### src/rtl/fwd_hazard_ctrl.sv
// -----------------------------------------------------------------------------
// fwd_hazard_ctrl
//
// Forwarding and load-use hazard controller for a 5-stage DLX integer pipeline.
// Keeps a small tag (valid, reg_write, mem_read, dest) for the instructions
// sitting in EX and MEM, produces registered 3:1 operand-mux selects for the
// instruction in EX, and stalls PC / IF/ID while injecting ID/EX bubbles on a
// load-use hazard. A data-memory freeze (mem_stall) holds the whole pipeline.
//
// Ports:
//   clk, rst_n         pipeline clock (rising edge), async active-low reset
//   id_valid           ID holds a real instruction
//   id_rs, id_rt       ID source registers A / B
//   id_use_rs/_rt      ID instruction actually reads rs / rt
//   id_dest            ID destination register
//   id_reg_write       ID instruction writes id_dest
//   id_mem_read        ID instruction is a load
//   mem_stall          data-memory freeze; everything holds
//   fwd_a_sel/_b_sel   operand mux selects for EX (00 RF, 10 EX/MEM, 01 MEM/WB)
//   pc_write           PC update enable
//   ifid_write         IF/ID update enable
//   idex_bubble        load a NOP into ID/EX on this edge
// -----------------------------------------------------------------------------
module fwd_hazard_ctrl #(
  parameter int reg_addr_size = 5,
  parameter int load_latency  = 1
) (
  input  logic                     clk,
  input  logic                     rst_n,
  input  logic                     id_valid,
  input  logic [reg_addr_size-1:0] id_rs,
  input  logic [reg_addr_size-1:0] id_rt,
  input  logic                     id_use_rs,
  input  logic                     id_use_rt,
  input  logic [reg_addr_size-1:0] id_dest,
  input  logic                     id_reg_write,
  input  logic                     id_mem_read,
  input  logic                     mem_stall,
  output logic [1:0]               fwd_a_sel,
  output logic [1:0]               fwd_b_sel,
  output logic                     pc_write,
  output logic                     ifid_write,
  output logic                     idex_bubble
);

  localparam logic [1:0] SEL_RF    = 2'b00;
  localparam logic [1:0] SEL_EXMEM = 2'b10;
  localparam logic [1:0] SEL_MEMWB = 2'b01;

  // Remaining bubbles after the first one, loaded when a hazard is seen.
  localparam logic [1:0] STALL_INIT = 2'(load_latency - 1);

  typedef enum logic {RUN, STALL} state_t;

  state_t                   state_reg;
  logic [1:0]               cnt_reg;

  // Tags of the instructions currently in EX and MEM. The instruction in WB
  // needs no tag: the register file writes before it reads, so a WB producer
  // is already visible to ID and the MEM tag simply retires on the next edge.
  logic                     ex_valid_reg, ex_reg_write_reg, ex_mem_read_reg;
  logic [reg_addr_size-1:0] ex_dest_reg;
  logic                     mem_valid_reg, mem_reg_write_reg;
  logic [reg_addr_size-1:0] mem_dest_reg;

  logic [1:0]               fwd_a_sel_reg, fwd_b_sel_reg;
  logic [1:0]               fwd_a_sel_next, fwd_b_sel_next;

  logic                     rs_hit_ex, rt_hit_ex, rs_hit_mem, rt_hit_mem;
  logic                     load_use;

  // Source/producer matches for the instruction currently in ID. Register 0
  // is hard-wired zero and never forwards.
  always_comb begin
    rs_hit_ex  = id_use_rs && (id_rs != '0) && ex_valid_reg &&
                 ex_reg_write_reg && (ex_dest_reg == id_rs);
    rt_hit_ex  = id_use_rt && (id_rt != '0) && ex_valid_reg &&
                 ex_reg_write_reg && (ex_dest_reg == id_rt);
    rs_hit_mem = id_use_rs && (id_rs != '0) && mem_valid_reg &&
                 mem_reg_write_reg && (mem_dest_reg == id_rs);
    rt_hit_mem = id_use_rt && (id_rt != '0) && mem_valid_reg &&
                 mem_reg_write_reg && (mem_dest_reg == id_rt);
  end

  // A load in EX cannot feed an ALU op entering EX next cycle.
  assign load_use = id_valid && ex_mem_read_reg && (rs_hit_ex || rt_hit_ex);

  // Selects for the instruction that will be in EX after this edge: today's
  // EX producer will then sit in EX/MEM, today's MEM producer in MEM/WB.
  // Youngest producer wins when both match.
  always_comb begin
    fwd_a_sel_next = SEL_RF;
    fwd_b_sel_next = SEL_RF;
    if (id_valid && !idex_bubble) begin
      if (rs_hit_ex)       fwd_a_sel_next = SEL_EXMEM;
      else if (rs_hit_mem) fwd_a_sel_next = SEL_MEMWB;
      if (rt_hit_ex)       fwd_b_sel_next = SEL_EXMEM;
      else if (rt_hit_mem) fwd_b_sel_next = SEL_MEMWB;
    end
  end

  // Pipeline enables. The freeze dominates: nothing moves, so no bubble
  // may be injected either.
  always_comb begin
    pc_write    = 1'b1;
    ifid_write  = 1'b1;
    idex_bubble = 1'b0;
    if (mem_stall) begin
      pc_write    = 1'b0;
      ifid_write  = 1'b0;
      idex_bubble = 1'b0;
    end else if ((state_reg == STALL) || load_use) begin
      pc_write    = 1'b0;
      ifid_write  = 1'b0;
      idex_bubble = 1'b1;
    end
  end

  always_ff @(posedge clk or negedge rst_n) begin
    if (!rst_n) begin
      state_reg         <= RUN;
      cnt_reg           <= 2'd0;
      ex_valid_reg      <= 1'b0;
      ex_reg_write_reg  <= 1'b0;
      ex_mem_read_reg   <= 1'b0;
      ex_dest_reg       <= '0;
      mem_valid_reg     <= 1'b0;
      mem_reg_write_reg <= 1'b0;
      mem_dest_reg      <= '0;
      fwd_a_sel_reg     <= SEL_RF;
      fwd_b_sel_reg     <= SEL_RF;
    end else if (!mem_stall) begin
      mem_valid_reg     <= ex_valid_reg;
      mem_reg_write_reg <= ex_reg_write_reg;
      mem_dest_reg      <= ex_dest_reg;

      if (idex_bubble || !id_valid) begin
        ex_valid_reg     <= 1'b0;
        ex_reg_write_reg <= 1'b0;
        ex_mem_read_reg  <= 1'b0;
        ex_dest_reg      <= '0;
      end else begin
        ex_valid_reg     <= 1'b1;
        ex_reg_write_reg <= id_reg_write;
        ex_mem_read_reg  <= id_mem_read;
        ex_dest_reg      <= id_dest;
      end

      fwd_a_sel_reg <= fwd_a_sel_next;
      fwd_b_sel_reg <= fwd_b_sel_next;

      case (state_reg)
        RUN: begin
          if (load_use) begin
            cnt_reg <= STALL_INIT;
            if (load_latency > 1) state_reg <= STALL;
          end
        end
        STALL: begin
          cnt_reg <= cnt_reg - 2'd1;
          if (cnt_reg == 2'd1) state_reg <= RUN;
        end
        default: state_reg <= RUN;
      endcase
    end
  end

  assign fwd_a_sel = fwd_a_sel_reg;
  assign fwd_b_sel = fwd_b_sel_reg;

endmodule

### config.mk
export PLATFORM = sky130hd
export DESIGN_NAME = fwd_hazard_ctrl
export DESIGN_NICKNAME = d
export VERILOG_FILES = /design/src/rtl/fwd_hazard_ctrl.sv
export SDC_FILE = /design/constraint.sdc
export NUM_CORES = 1
export LEC_CHECK = 0
export BUFFER_PORTS_ARGS = -buffer_cell sky130_fd_sc_hd__clkbuf_2
export CAP_MARGIN = 10
export CORE_UTILIZATION = 40
export DETAILED_ROUTE_END_ITERATION = 12
export HOLD_SLACK_MARGIN = 0.12
export MAX_ROUTING_LAYER = met4
export PLACE_DENSITY_LB_ADDON = 0.15
export RECOVER_POWER = 100
export REMOVE_ABC_BUFFERS = 1
export SYNTH_ARGS = -nofsm -noshare
export SYNTH_HDL_FRONTEND = slang
export SYNTH_SLANG_ARGS = --single-unit
### constraint.sdc
create_clock -name clk -period 2.69 [get_ports clk]
set_clock_uncertainty 0.1 [all_clocks]
set_input_delay 0.538 -clock clk [delete_from_list [all_inputs] [get_ports clk]]
set_output_delay 0.538 -clock clk [all_outputs]
set_load 0.005 [all_outputs]
==> results by group, run 1 <==
Synthesis
  – Yosys warns: 0
  – Fraction of registers with async set/reset: 100.0%
  – Seq/Total Area, Yosys: around 45%
  – Area leader, netlist: dfrtp_1
  – FF+latch count, synth: 22
  – Top cells by area, synth: dfrtp_1 (45%), xor2_1 (9.3%), nand2_1 (6.8%)
  – Cell variety after synth: 29
  – Top_reg_cell synth: dfrtp_1
  – Post-Synthesis Cells: roughly 130
  – Commonest cells post-synth: dfrtp_1 (22), nand2_1 (22), xor2_1 (13)
  – Synthesized area: about 1200 sq um
  – Synth top area share: 45.17%
  – Post-synth EDFFs: 0
  – Syn_area_per_cell: between 9 and 10 sq um

Global routing
  – GRT Util Overall: between 10% and 20%
  – Largest net degree at the start of global routing: 23
  – Vias in the first global route: slightly below 1000
  – Initial antenna violation count: 0
  – Total grt overflow: 0
  – First-pass GRT wire length: about 4500 microns

STA
  – Final worst path period need: roughly 2600 ps
  – RSZ-0062 raised after global routing: true
  – Fin worst setup slack: roughly 85 ps
  – Max-slew violation count: 0
  – Setup violators final: 0
  – Slew headroom: 19.80%
  – Worst slew pin tran: between 1000 and 1500 ps
  – WHS: between 300 and 400 ps
  – Peak Freq: 383.9 MHz
  – Fin. Hold Viols: 0
  – Final worst-path cycle share: between 90 and 100%

Clock tree
  – Cts bufs inserted: 3
  – Clk sinks: 22
  – CTS tree: yes
  – Root Driver: clkbuf_4
  – H-tree Lvls: 1
  – Clock latency on the worst-skew pair: approximately 310 ps
  – Clk slew on worst S/H paths: around 120 ps
  – Maximum root-to-sink buffer count: 2

Pwr
  – Leakage power: slightly below 0.7 nW
  – Final total power: between 600 and 700 uW
  – PwrDens: roughly 460 nW/um^2
  – Peak VDD IR: ~310 uV

Drt
  – Met2 WL post-DR: between 1000 and 1500 microns
  – DRT antenna net count: 0
  – Vias: 1002
  – Routed wl met3: 107 microns
  – WL met1: ~1400 microns
  – WL/cell: ~13 microns
  – DR top layer: met4
  – DR iter-0 viols: 42
  – First-pass DRT Iterations: 8
  – DRC: 6
  – Via/cell ratio: 5.165
  – Drt total wl: between 2000 and 3000 microns

Die
  – Initial core utilization: 43.08%
  – Horiz. Die Dim: about 57 microns
  – Die span in y: about 57 microns
  – Die area: approximately 3300 sq um
  – I/O pin count: 30
  – Rows: 19
  – Core ar.: 2829 sq um

Setup path
  – Depth of the worst register-to-register path: 6
  – Levels on crit path: 6
  – Crit-path cells: xor2_1, nor4_2, nand4_1, a211oi_2, a31o_2, clkbuf_2
  – Critical-path maximum fanout: 4
  – Crit path max-delay family: compound AO/OA/AOI/OAI gates
  – Crit path DAT: 1970 ps
  – Bufs and invs on worst path: 1
  – Worst reg-to-reg setup slack: 800 ps
  – Critical path capture point type: output pin
  – Startpoint types: register
  – Crit-path slowest cell: dfrtp_2
  – Setup CP Type: register to output pin
  – Worst path max stage delay: approximately 460 ps
  – Critical Path RT: between 2000 and 2500 ps

Layout
  – Nets: 188
  – Area delta synth->final: 20.64%
  – Share of layout cells above drive strength 1: 28.22%
  – Ant. Diodes: 0
  – Core Util, Final: about half

Placement
  – Port Buf Inserts: 29
  – GP Congestion: between 0.7 and 0.8
  – DP Worst Slack: ~200 ps
  – DP HPWL: just over 2000 microns

Status
  – Failing checks: design-rule violations
  – Outcome: finished, violations left

Worst hold path
  – Min-delay worst type: input port to register
  – Worst hold stages: 3

Flow run
  – MaxCap Viol Count: 0
-- power breakdown --
group / total, mW / internal (mW) / switching (mW)
Combinational: 0.116 / 0.0589 / 0.0567
Clock: 0.183 / 0.0827 / 0.101
Sequential: 0.377 / 0.353 / 0.0241
Total: 0.676 / 0.495 / 0.181
-- worst paths after layout --
path	startpoint	to
worst min-delay path	id_dest[3]	ex_dest_reg[3]$_DFFE_PN0N_
min in group asynchronous	rst_n	mem_dest_reg[4]$_DFFE_PN0N_
worst min register to register	fwd_a_sel[0]$_DFFE_PN0N_	fwd_a_sel[0]$_DFFE_PN0N_
max in group asynchronous	rst_n	ex_dest_reg[0]$_DFFE_PN0N_
worst max register to register	ex_dest_reg[4]$_DFFE_PN0N_	ex_reg_write_reg$_DFFE_PN0N_
worst max-delay path	ex_dest_reg[4]$_DFFE_PN0N_	idex_bubble
-- per-stage QoR --
step | instance area (sq um) | setup TNS (ps) | cells
finish | 1470 | 0 | 194
floorplan | 1196 | 0 | 123
detailed placement | 1410 | 0 | 187
global placement | 1410 | 0 | 187
CTS | 1456 | 0 | 192
global route | 1470 | -284.8 | 194
-- timing repair --
item                                    in CTS  in global routing
hold buffers                                 1                  0
setup buffers                                0                  2
resized for setup                            0                  4
endpoints found under the setup margin       0                  3
endpoints found under the hold margin       22                  0
-- area by class of cell --
class / count / area [sq um]
tap: 31 / 38.79
sequential: 22 / 554.3
fill: 274 / 1359
timing repair buffer: 36 / 188.9
multi-input combinational: 98 / 640.6
clock buffer: 4 / 36.28
inverter: 3 / 11.26
-- layout by cell type (no fill, tap or decap) --
master	instances
clkbuf_4	3
a21oi_1	2
nor3b_2	1
nand3_1	3
o22ai_1	1
xor2_1	13
clkbuf_2	23
dfrtp_1	19
buf_4	5
inv_1	3
and3_1	2
a31oi_1	1
dlygate4sd3_1	1
nor2b_1	1
nor2_1	12
xnor2_1	8
a41oi_1	1
nand2_1	22
a31o_2	1
nor3_1	3
a21boi_0	2
mux2_2	7
ha_1	1
o31ai_1	1
clkbuf_1	7
and4_1	1
a211oi_2	1
nor4_1	1
a22o_1	2
dfrtp_2	3
nand4_1	2
nor4_2	1
o21ai_0	7
o41ai_1	1
clkbuf_8	1
-- worst min-delay path: stages --
cell and delay (ps):
clkbuf_2 80, nand2_1 40, o21ai_0 60
-- kinds of logic after synthesis --
logic type	Yosys count	share of synthesized area, %
multiplexers	7	6.469
AND/OR/NAND/NOR	49	18.27
buffers and inverters	7	2.772
adder cells (fa/ha/maj)	1	1.027
AO/OA/AOI/OAI	20	11.19
XOR/XNOR	21	15.09
flip-flops	22	45.17
-- routing by layer --
layer  GRT usage, %  vias to the layer above
met1          24.96                      462
met2          29.41                       23
met4          6.272                        0
li1               -                      512
met5              -                        -
met3          2.948                        5
Power figures use the tool's default switching activity.
==> run 2: changes to the inputs <==
- clock period: 2.69 -> 2.7 ns (I/O delays scaled with it)
==> results by group, run 2 (synthesis gave the netlist of run 1 again) <==
Status
  – Outcome: finished, violations left
  – Failing checks: design-rule violations

Die
  – Rows: 19
  – Initial core utilization: approximately 43%
  – Horiz. Die Dim: 57.20 microns
  – I/O pin count: 30
  – Die area: about 3300 sq um
  – Core ar.: around 2800 sq um
  – Die span in y: about 57 microns

Global routing
  – Vias in the first global route: 1006
  – Total grt overflow: 0
  – First-pass GRT wire length: about 4700 microns
  – Largest net degree at the start of global routing: 23
  – GRT Util Overall: approximately 19%
  – Initial antenna violation count: 0

Worst hold path
  – Min-delay worst type: input port to register
  – Hold path start: id_dest[3]

Pwr
  – Net Sw Frac: between 20% and 30%
  – Clk pwr share: 26.4%
  – Leakage power: between 0.7 and 0.8 nW
  – Flop pwr share: between 50% and 60%
  – Int Pwr: between 400 and 500 uW
  – Peak VDD IR: approximately 230 uV
  – PwrDens: around 450 nW/um^2
  – Logic pwr share: between 10% and 20%
  – Sw Pwr: approximately 180 uW

STA
  – Worst slew pin tran: approximately 1200 ps
  – RSZ-0062 raised after global routing: true
  – Peak Freq: 381.3 MHz
  – Fin. Hold Viols: 0
  – Max-slew violation count: 0
  – Final worst-path cycle share: between 90 and 100%
  – Setup violators final: 0
  – Slew headroom: a little under a fifth
  – WHS: roughly 340 ps
  – Final worst path period need: between 2000 and 3000 ps
  – Fin worst setup slack: between 70 and 80 ps

Drt
  – DRT antenna net count: 0
  – DRC: 6
  – Vias: 1038
  – DR iter-0 viols: between 40 and 50
  – WL/cell: 13.64 microns
  – First-pass DRT Iterations: 8
  – Via/cell ratio: between 5 and 6
  – Drt total wl: ~2700 microns

Layout
  – Final cell count without fillers: 196
  – Ant. Diodes: 0
  – Share of layout cells above drive strength 1: about 33%
  – Area delta synth->final: 23.82%
  – Core Util, Final: between 50% and 60%
  – FF+latch area: between 500 and 600 sq um
  – Commonest non-fill, non-tap cell in the layout: clkbuf_2
  – Layout fillers: approximately 270
  – Area of the multi-input gates: around 660 sq um
  – Commonest cells after routing, fill and taps aside: clkbuf_2 (25), nand2_1 (22), dfrtp_1 (18)
  – Nets: 190

Setup path
  – Startpoint types: register
  – Reg-to-reg critical path startpoint: ex_dest_reg[4]$_DFFE_PN0N_
  – Critical path capture point type: output pin
  – Crit. Startpoint: ex_dest_reg[4]$_DFFE_PN0N_
  – Crit path DAT: a little under 2000 ps
  – Critical-path maximum fanout: 3
  – Setup CP Type: register to output pin
  – Worst path max stage delay: around 450 ps
  – Crit-path slowest cell: dfrtp_2
  – Worst reg-to-reg setup slack: about 800 ps
  – Critical Path RT: 2060 ps
  – Crit-path cells: xor2_2, nor4_2, nand4_1, a211oi_2, a31o_2, clkbuf_2

Clock tree
  – Root Driver: clkbuf_4
  – Clock latency on the worst-skew pair: about 300 ps
  – Clk slew on worst S/H paths: 110 ps
  – Maximum root-to-sink buffer count: 2
  – Cts bufs inserted: 3
  – H-tree Lvls: 1
  – CTS tree: yes
  – Clk sinks: 22

Placement
  – Port Buf Inserts: 29
  – DP Worst Slack: roughly 78 ps
  – GP Congestion: roughly 0.77
  – Placed Cells: between 150 and 200
  – DP HPWL: about 2100 microns

Flow run
  – MaxCap Viol Count: 0
[run 2: cell types whose count changed in the layout (fill, tap and decap cells not counted)]
cell      change
clkbuf_2      +2
dfrtp_2       +1
xor2_1        -2
dfrtp_1       -1
buf_4         +2
clkbuf_1      -2
nand3_2       +1
nand3_1       -1
xor2_2        +2
[run 2: path summary, 6_finish.rpt]
kind | end | cells past startpoint
max in group asynchronous | ex_dest_reg[0]$_DFFE_PN0N_ | 2
worst max register to register | ex_valid_reg$_DFFE_PN0N_ | 6
worst min register to register | fwd_a_sel[0]$_DFFE_PN0N_ | 2
worst max-delay path | idex_bubble | 6
worst min-delay path | ex_dest_reg[3]$_DFFE_PN0N_ | 3
min in group asynchronous | fwd_a_sel[0]$_DFFE_PN0N_ | 2
[run 2: area by class of cell]
class / instances / share of cell area, %
multi-input cells: 98 / 43.78
flip-flops and latches: 22 / 36.82
repair buffers: 38 / 13.68
well taps: 31 / 2.570
clock buffers: 4 / 2.405
inverters: 3 / 0.7463
[run 2: through the flow]
stage	cell area, sq um	power [mW]	TNS, ps
CTS	1463	0.6789	0
finish	1509	0.6766	0
global placement	1403	0.4884	0
detailed placement	1403	0.4932	0
floorplan	1196	0.4376	0
global route	1509	0.7206	-242.8
[run 2: layer usage]
| layer | wire length, microns | track usage (%) |
|---|---|---|
| met2 | 1248 | 29.75 |
| met4 | 21 | 5.226 |
| met5 | 0 | - |
| met3 | 91 | 3.401 |
| met1 | 1312 | 26.89 |
[run 2: power by group through the flow]
stage	combinational (mW)	sequential, mW	clock (mW)
after floorplan	0.0628	0.375	0
after global placement	0.107	0.381	0
after detailed placement	0.111	0.382	0
after CTS	0.115	0.376	0.188
after global routing	0.136	0.381	0.204
final	0.122	0.376	0.179
[run 2: critical path: cells and delay by family, from the launching register on]
family	cells	cell delay, ps
AOI/OAI and AO/OA	2	500
xor gates and xnor gates	1	150
buffers and inverters	1	100
DFF	1	450
and+or+nand+nor	2	470
[run 2: what timing repair did]
| action | in CTS | in global routing |
|---|---|---|
| hold endpoints to repair | 22 | 0 |
| setup buffers | 1 | 4 |
| hold buffers | 1 | 0 |
| resized for setup | 1 | 7 |
| setup endpoints to repair | 3 | 3 |
| pin swaps | 1 | 6 |
